==> config.mk <==
export PLATFORM = sky130hd
export DESIGN_NAME = instruction_decoder
export DESIGN_NICKNAME = d
export VERILOG_FILES = /design/src/rtl/instruction_decoder.sv
export SDC_FILE = /design/constraint.sdc
export NUM_CORES = 1
export LEC_CHECK = 0
export ABC_CLOCK_PERIOD_IN_PS = 1400
export CORE_UTILIZATION = 29
export DETAILED_ROUTE_END_ITERATION = 16
export MAX_ROUTING_LAYER = met4
export PLACE_DENSITY = 0.89
export SLEW_MARGIN = 0
export SYNTH_ARGS = -nofsm -noshare
export SYNTH_HDL_FRONTEND = slang
export SYNTH_SLANG_ARGS = --single-unit
==> constraint.sdc <==
create_clock -name clk -period 1.4 [get_ports clk]
set_input_delay 0.21 -clock clk [delete_from_list [all_inputs] [get_ports clk]]
set_output_delay 0.21 -clock clk [all_outputs]
set_load 0.02 [all_outputs]
==> src/rtl/instruction_decoder.sv <==
// Fetch-side instruction decoder for the MPU341 core: instruction register, zero flag,
// combinational datapath decode and jump-squash control towards program_sequencer.
module instruction_decoder (
    input  logic       clk,
    input  logic       reset_n,
    input  logic       sync_reset,
    input  logic [7:0] pm_data,
    input  logic       alu_zero,
    output logic [7:0] ir,
    output logic       jmp,
    output logic       jmp_nz,
    output logic [3:0] jmp_addr,
    output logic       dont_jmp,
    output logic [7:0] reg_en,
    output logic [3:0] src_sel,
    output logic       alu_en,
    output logic [2:0] alu_func,
    output logic [2:0] alu_y_sel
);

    localparam logic [7:0] NOP_OPCODE = 8'hC0;

    logic [7:0] ir_r;
    logic       zero_r;
    logic       taken_s;
    logic       jmp_s;
    logic       jmp_nz_s;
    logic [7:0] reg_en_s;
    logic [3:0] src_sel_s;
    logic       alu_en_s;
    logic [2:0] alu_func_s;
    logic [2:0] alu_y_sel_s;

    // Squash depends only on the IR and flag, so no squash state survives any reset.
    assign taken_s = jmp_s | (jmp_nz_s & ~zero_r);

    // Instruction register and zero flag.
    always_ff @(posedge clk or negedge reset_n) begin
        if (!reset_n) begin
            ir_r   <= NOP_OPCODE;
            zero_r <= 1'b0;
        end else if (sync_reset) begin
            ir_r   <= NOP_OPCODE;
            zero_r <= 1'b0;
        end else begin
            ir_r <= taken_s ? NOP_OPCODE : pm_data;
            if (alu_en_s) begin
                zero_r <= alu_zero;
            end else begin
                zero_r <= zero_r;
            end
        end
    end

    // Opcode decode: move 0ddd_ssss, ALU 10ff_fyyy, NOP 110x_xxxx, jmp 1110_aaaa, jmp_nz 1111_aaaa.
    always_comb begin
        jmp_s       = 1'b0;
        jmp_nz_s    = 1'b0;
        reg_en_s    = 8'h00;
        src_sel_s   = 4'h0;
        alu_en_s    = 1'b0;
        alu_func_s  = 3'b000;
        alu_y_sel_s = 3'b000;
        case (ir_r[7:4])
            4'b0000, 4'b0001, 4'b0010, 4'b0011,
            4'b0100, 4'b0101, 4'b0110, 4'b0111: begin
                reg_en_s  = 8'h01 << ir_r[6:4];
                src_sel_s = ir_r[3:0];
            end
            4'b1000, 4'b1001, 4'b1010, 4'b1011: begin
                alu_en_s    = 1'b1;
                alu_func_s  = ir_r[5:3];
                alu_y_sel_s = ir_r[2:0];
            end
            4'b1110: begin
                jmp_s = 1'b1;
            end
            4'b1111: begin
                jmp_nz_s = 1'b1;
            end
            default: begin
                jmp_s    = 1'b0;
                jmp_nz_s = 1'b0;
            end
        endcase
    end

    assign ir        = ir_r;
    assign dont_jmp  = zero_r;
    assign jmp       = jmp_s;
    assign jmp_nz    = jmp_nz_s;
    assign jmp_addr  = ir_r[3:0];
    assign reg_en    = reg_en_s;
    assign src_sel   = src_sel_s;
    assign alu_en    = alu_en_s;
    assign alu_func  = alu_func_s;
    assign alu_y_sel = alu_y_sel_s;

endmodule

# Yosys cells after proc, flatten, opt, wreduce, memory -nomap -nowiden
# Cells that the tools add are included.
[word_totals] reg_bits=9 in_bits=12 out_inout_bits=34 word_cells=34
[op_classes] n_eq_ne=13 shift=1 n_mux=11 bitwise_logic=3 reduce_logical=4
[ops] op="equality test 4 bit (second input constant)" n=6
[ops] op="2-to-1 mux 8 bit" n=3
[ops] op="equality test 4 x 3 -> 1 bit (second input constant)" n=4
[ops] op="equality test 4 x 2 -> 1 bit (second input constant)" n=2
[ops] op="OR reduction 8 bit" n=1
[ops] op="left shift 1 x 3 -> 8 bit (first input constant)" n=1
[ops] op="2-to-1 mux 3 bit" n=2
[ops] op="2-to-1 mux 1 bit" n=5
[ops] op="equality test 4 x 1 -> 1 bit (second input constant)" n=1
[ops] op="logical NOT 4 bit" n=1
[ops] op="2-to-1 mux 4 bit" n=1
[ops] op="OR reduction 4 bit" n=1
[ops] op="nonzero test 2 bit" n=1
[ops] op="bitwise AND 1 bit" n=1
[ops] op="inverter 1 bit" n=1
[ops] op="bitwise OR 1 bit" n=1

# Logic depth before layout (Yosys ltp)
[logic_depth] ltp_word=6 depth_mapped=4 depth_no_buf=3

# Worst setup path after synthesis
# Ideal clock, no wire load.
[synth_timing] path_type="reg-to-output" start="reg ir_r[7], in the netlist ir[7]" end="out reg_en[0]" t_arrival_ns=1.257 slack_ns=-0.067 stages_incl_launch_ff=3 path_buffers=1 cell_sequence="dfstp_2 > buf_2 > nor4_1"
[synth_between] elab_chain_len=3 elab_cells_between_ends=10
[synth_lines] item="start: declaration" line_no="23" source="logic [7:0] ir_r;"
[synth_lines] item="start signal: assignment" line_no="46" source="ir_r <= taken_s ? NOP_OPCODE : pm_data;"
[synth_lines] item="equality test 4 x 1 -> 1 bit (tied with other cells)" line_no="64" source="case (ir_r[7:4])"
[synth_lines] item="OR reduction 8 bit *" line_no="64"
[synth_lines] item="2-to-1 mux 8 bit *" line_no="64"
[synth_lines] item="end: declaration" line_no="14" source="output logic [7:0] reg_en,"
# Every way passes the cells marked *; elsewhere a longest branch is shown, timed or not.

# Worst setup path in the final report
[layout_timing] start="reg ir_r[6], in the netlist ir[6]" end="out reg_en[4]"
[layout_between] elab_chain_len=3 elab_cells_between_ends=11
[layout_lines] item="equality test 4 x 1 -> 1 bit (tied with other cells)" line_no="64"
[layout_lines] item="OR reduction 8 bit" line_no="64"
[layout_lines] item="2-to-1 mux 8 bit *" line_no="64"
# Marked as above.

==> run_results.csv <==
group,metric,value,unit
outcome,outcome,"finished with violations",
outcome,violations,"setup timing",
logic_synthesis,yosys_warnings,0,
logic_synthesis,synthTopCellsByCount,"12 x and2_1, 7 x dfrtp_1, 6 x nor2_1",
clock_tree,clockBufferDepth,2,
timing,timing.hold.ws,0.224,ns
power_and_ir_drop,ir_drop,594,uV
timing,rsz0062_at_grt,"yes",
logic_synthesis,synth-async-reset-ratio,100,%
die,pin_count,46,
logic_synthesis,synth.most_common_cell,"and2_1",
cells_and_area,diodes,0,
die,core,1540,um2
logic_synthesis,synth_nets,65,
clock_tree,htreeDepth,1,
timing,drv_slew,0,
timing,finalSetupViolCount,21,
timing,skew,0.00181,ns
timing,post-route-period-util,110,%
detailed_routing,drt_iter0_drc,3,
global_routing,grt_usage,19.2,%
logic_synthesis,synth_simple_gate_area_share,40.2,%
die,die_area,1860,um2
worst_hold_path,hold_path.class,"input port to asynchronous set/reset pin",
place,dp_cells,118,
detailed_routing,ant_nets,0,
logic_synthesis,synth_cell_types,13,
job,maxCapViolCount,0,
logic_synthesis,synth_top_family_by_area,"simple AND/OR/NAND/NOR gates",
timing,max-slew-margin-rel,75.4,%
setup_path,crit_required,1.19,ns
setup_path,path_class,"flip-flop to primary output",
power_and_ir_drop,p_leak,0.579,nW
logic_synthesis,synth_ff_type,"dfrtp_1",
logic_synthesis,synthAdderAreaFrac,0,%
logic_synthesis,ys_ff_latch,9,
logic_synthesis,netlist_area,492,um2
detailed_routing,routed_wl,1.71,mm
logic_synthesis,synth_top_area_share,35.6,%
timing,worst_slack,-0.139,ns
cells_and_area,drive_gt1_share,57.5,%
setup_path,reg2reg_from,"ir[6]$_DFF_PN1_",
timing,hold_viol_final,0,
setup_path,crit_path_end_kind,"primary output",
cells_and_area,design_area,1140,um2
detailed_routing,drt-wirelength-per-cell,13.3,um
cells_and_area,final_cells,129,
setup_path,critPathLaunch,"ir[6]$_DFF_PN1_",
logic_synthesis,synth.largest_area_cell,"dfrtp_1",
place,place_hpwl,1.20,mm
logic_synthesis,syn_area_per_cell,9.28,um2
detailed_routing,first_pass_iters,4,
timing,fmax,650,MHz
global_routing,antenna_found_initial,0,
die,die_h,43.2,um
cells_and_area,nets,126,
detailed_routing,remaining_drc_errors,0,
die,initial_core_util,31.9,%
die,rows,14,
detailed_routing,vias_per_cell,4.77,
clock_tree,clock_sinks,9,
setup_path,arrival,1.33,ns
global_routing,grt_pass1_vias,570,
timing,tightest_slew,0.368,ns
setup_path,start_kind,"flip-flop",
global_routing,grt_pass1_wl,2.49,mm
clock_tree,clk_latency,0.26,ns
global_routing,grt_remaining_overflow,0,
logic_synthesis,synthCells,53,
clock_tree,numCtsBuffers,3,
clock_tree,hold_buffers,0,
power_and_ir_drop,power_density,672,nW/um2
place,placed_cell_area,1010,um2
global_routing,grt_max_degree,11,
setup_path,critPathMaxFanout,4,
clock_tree,root_buffer,"clkbuf_4",
clock_tree,cts_tree,"built",
logic_synthesis,synth_area_leaders,"dfrtp_1 36%, and2_1 15%, dfstp_2 11%",
timing,layout_min_cycle_time,1.54,ns
place,routabilityCongestion,0.726,
clock_tree,path_clk_slew,0.06,ns
logic_synthesis,synthMuxAreaShare,2.04,%
place,io_buffers,45,
cells_and_area,area_growth,133,%
logic_synthesis,synth-edff-count,0,
logic_synthesis,synth-xor-area-share,0,%
detailed_routing,via_count,615,
logic_synthesis,synth_compound_area_share,3.31,%
die,die_w,43.2,um
logic_synthesis,seq_area_frac_synth,46.3,%
-- logic make-up (layout without fill, tap and decap cells) --
logic type	after synthesis	after routing
AOI/OAI and AO/OA	1	1
and+or+nand+nor	36	36
muxes	1	1
buffers and inverters	6	66
DFF	9	9
-- metal layers --
layer / vias up / GRT usage (%) / routed length, um
li1: 286 / - / -
met1: 289 / 19.6 / 586
met2: 32 / 31.9 / 980
met3: 8 / 4.26 / 88
met4: 0 / 13.9 / 57
met5: - / - / 0
-- flip-flops by register name (all words and copies together) (netlist names) --
| name | cells |
|---|---|
| ir | 8 |
| dont_jmp | 1 |
-- worst max-delay path, stage by stage (launching register included) --
cell,delay [ns]
dfstp_2,0.60
buf_12,0.13
nand2b_4,0.07
nor3_2,0.11
buf_4,0.16
-- where the power goes --
group          internal [W]  total, W  leakage (nW)  switching [W]
Clock              0.000110  0.000203        0.0150      0.0000929
Combinational      0.000147  0.000269         0.453       0.000122
Sequential         0.000278  0.000296         0.110      0.0000182
-- through the flow --
step / total power [W] / setup TNS, ns / worst slack, ns / utilization, %
after floorplan: 0.000398 / -0.000646 / -0.000646 / -
after global placement: 0.000523 / -4.92 / -0.315 / 65.4
after detailed placement: 0.000528 / -5.35 / -0.355 / 65.4
after CTS: 0.000751 / -1.84 / -0.163 / 69.8
after global routing: 0.000805 / -3.18 / -0.181 / 74.2
final: 0.000768 / -2.00 / -0.139 / 74.2
-- worst paths after layout --
check / cells after the start / end / slack [ns]
max in group asynchronous: 1 / ir[6]$_DFF_PN1_ / 0.87
hold reg to reg: 2 / dont_jmp$_DFFE_PN0P_ / 0.59
setup reg to reg: 5 / ir[5]$_DFF_PN0_ / 0.01
setup / recovery: 4 / reg_en[4] / -0.14
hold / removal: 1 / dont_jmp$_DFFE_PN0P_ / 0.22
min in group clk: 2 / ir[6]$_DFF_PN1_ / 0.47
-- what timing repair did --
action / in CTS / in global routing
gates cloned: 0 / 0
hold endpoints to repair: 0 / 0
resized for setup: 140 / 21
buffers inserted: 7 / 1
pin swaps: 1 / 9
endpoints found under the setup margin: 34 / 27
-- cell usage in the layout, fill, tap and decap left out --
cell type / n
a41oi_4: 1
and2_1: 3
and2_4: 9
buf_12: 1
buf_2: 5
buf_4: 18
buf_6: 16
clkbuf_1: 1
clkbuf_4: 3
clkdlybuf4s15_1: 1
clkdlybuf4s50_1: 11
dfrtp_1: 5
dfrtp_2: 2
dfstp_2: 2
dlygate4sd2_1: 10
mux2i_1: 1
nand2_1: 3
nand2b_1: 4
nand2b_4: 1
nor2_1: 4
nor2_2: 2
nor2b_1: 4
nor2b_4: 1
nor3_1: 1
nor3_2: 3
nor4_2: 1
-- cell type report --
cell class,instances,area [um2]
clock buffers,4,26.3
fillers,110,398
multi-input cells,38,299
flip-flops and latches,9,230
well taps,16,20.0
repair buffers,62,568
Power figures use the tool's default switching activity.
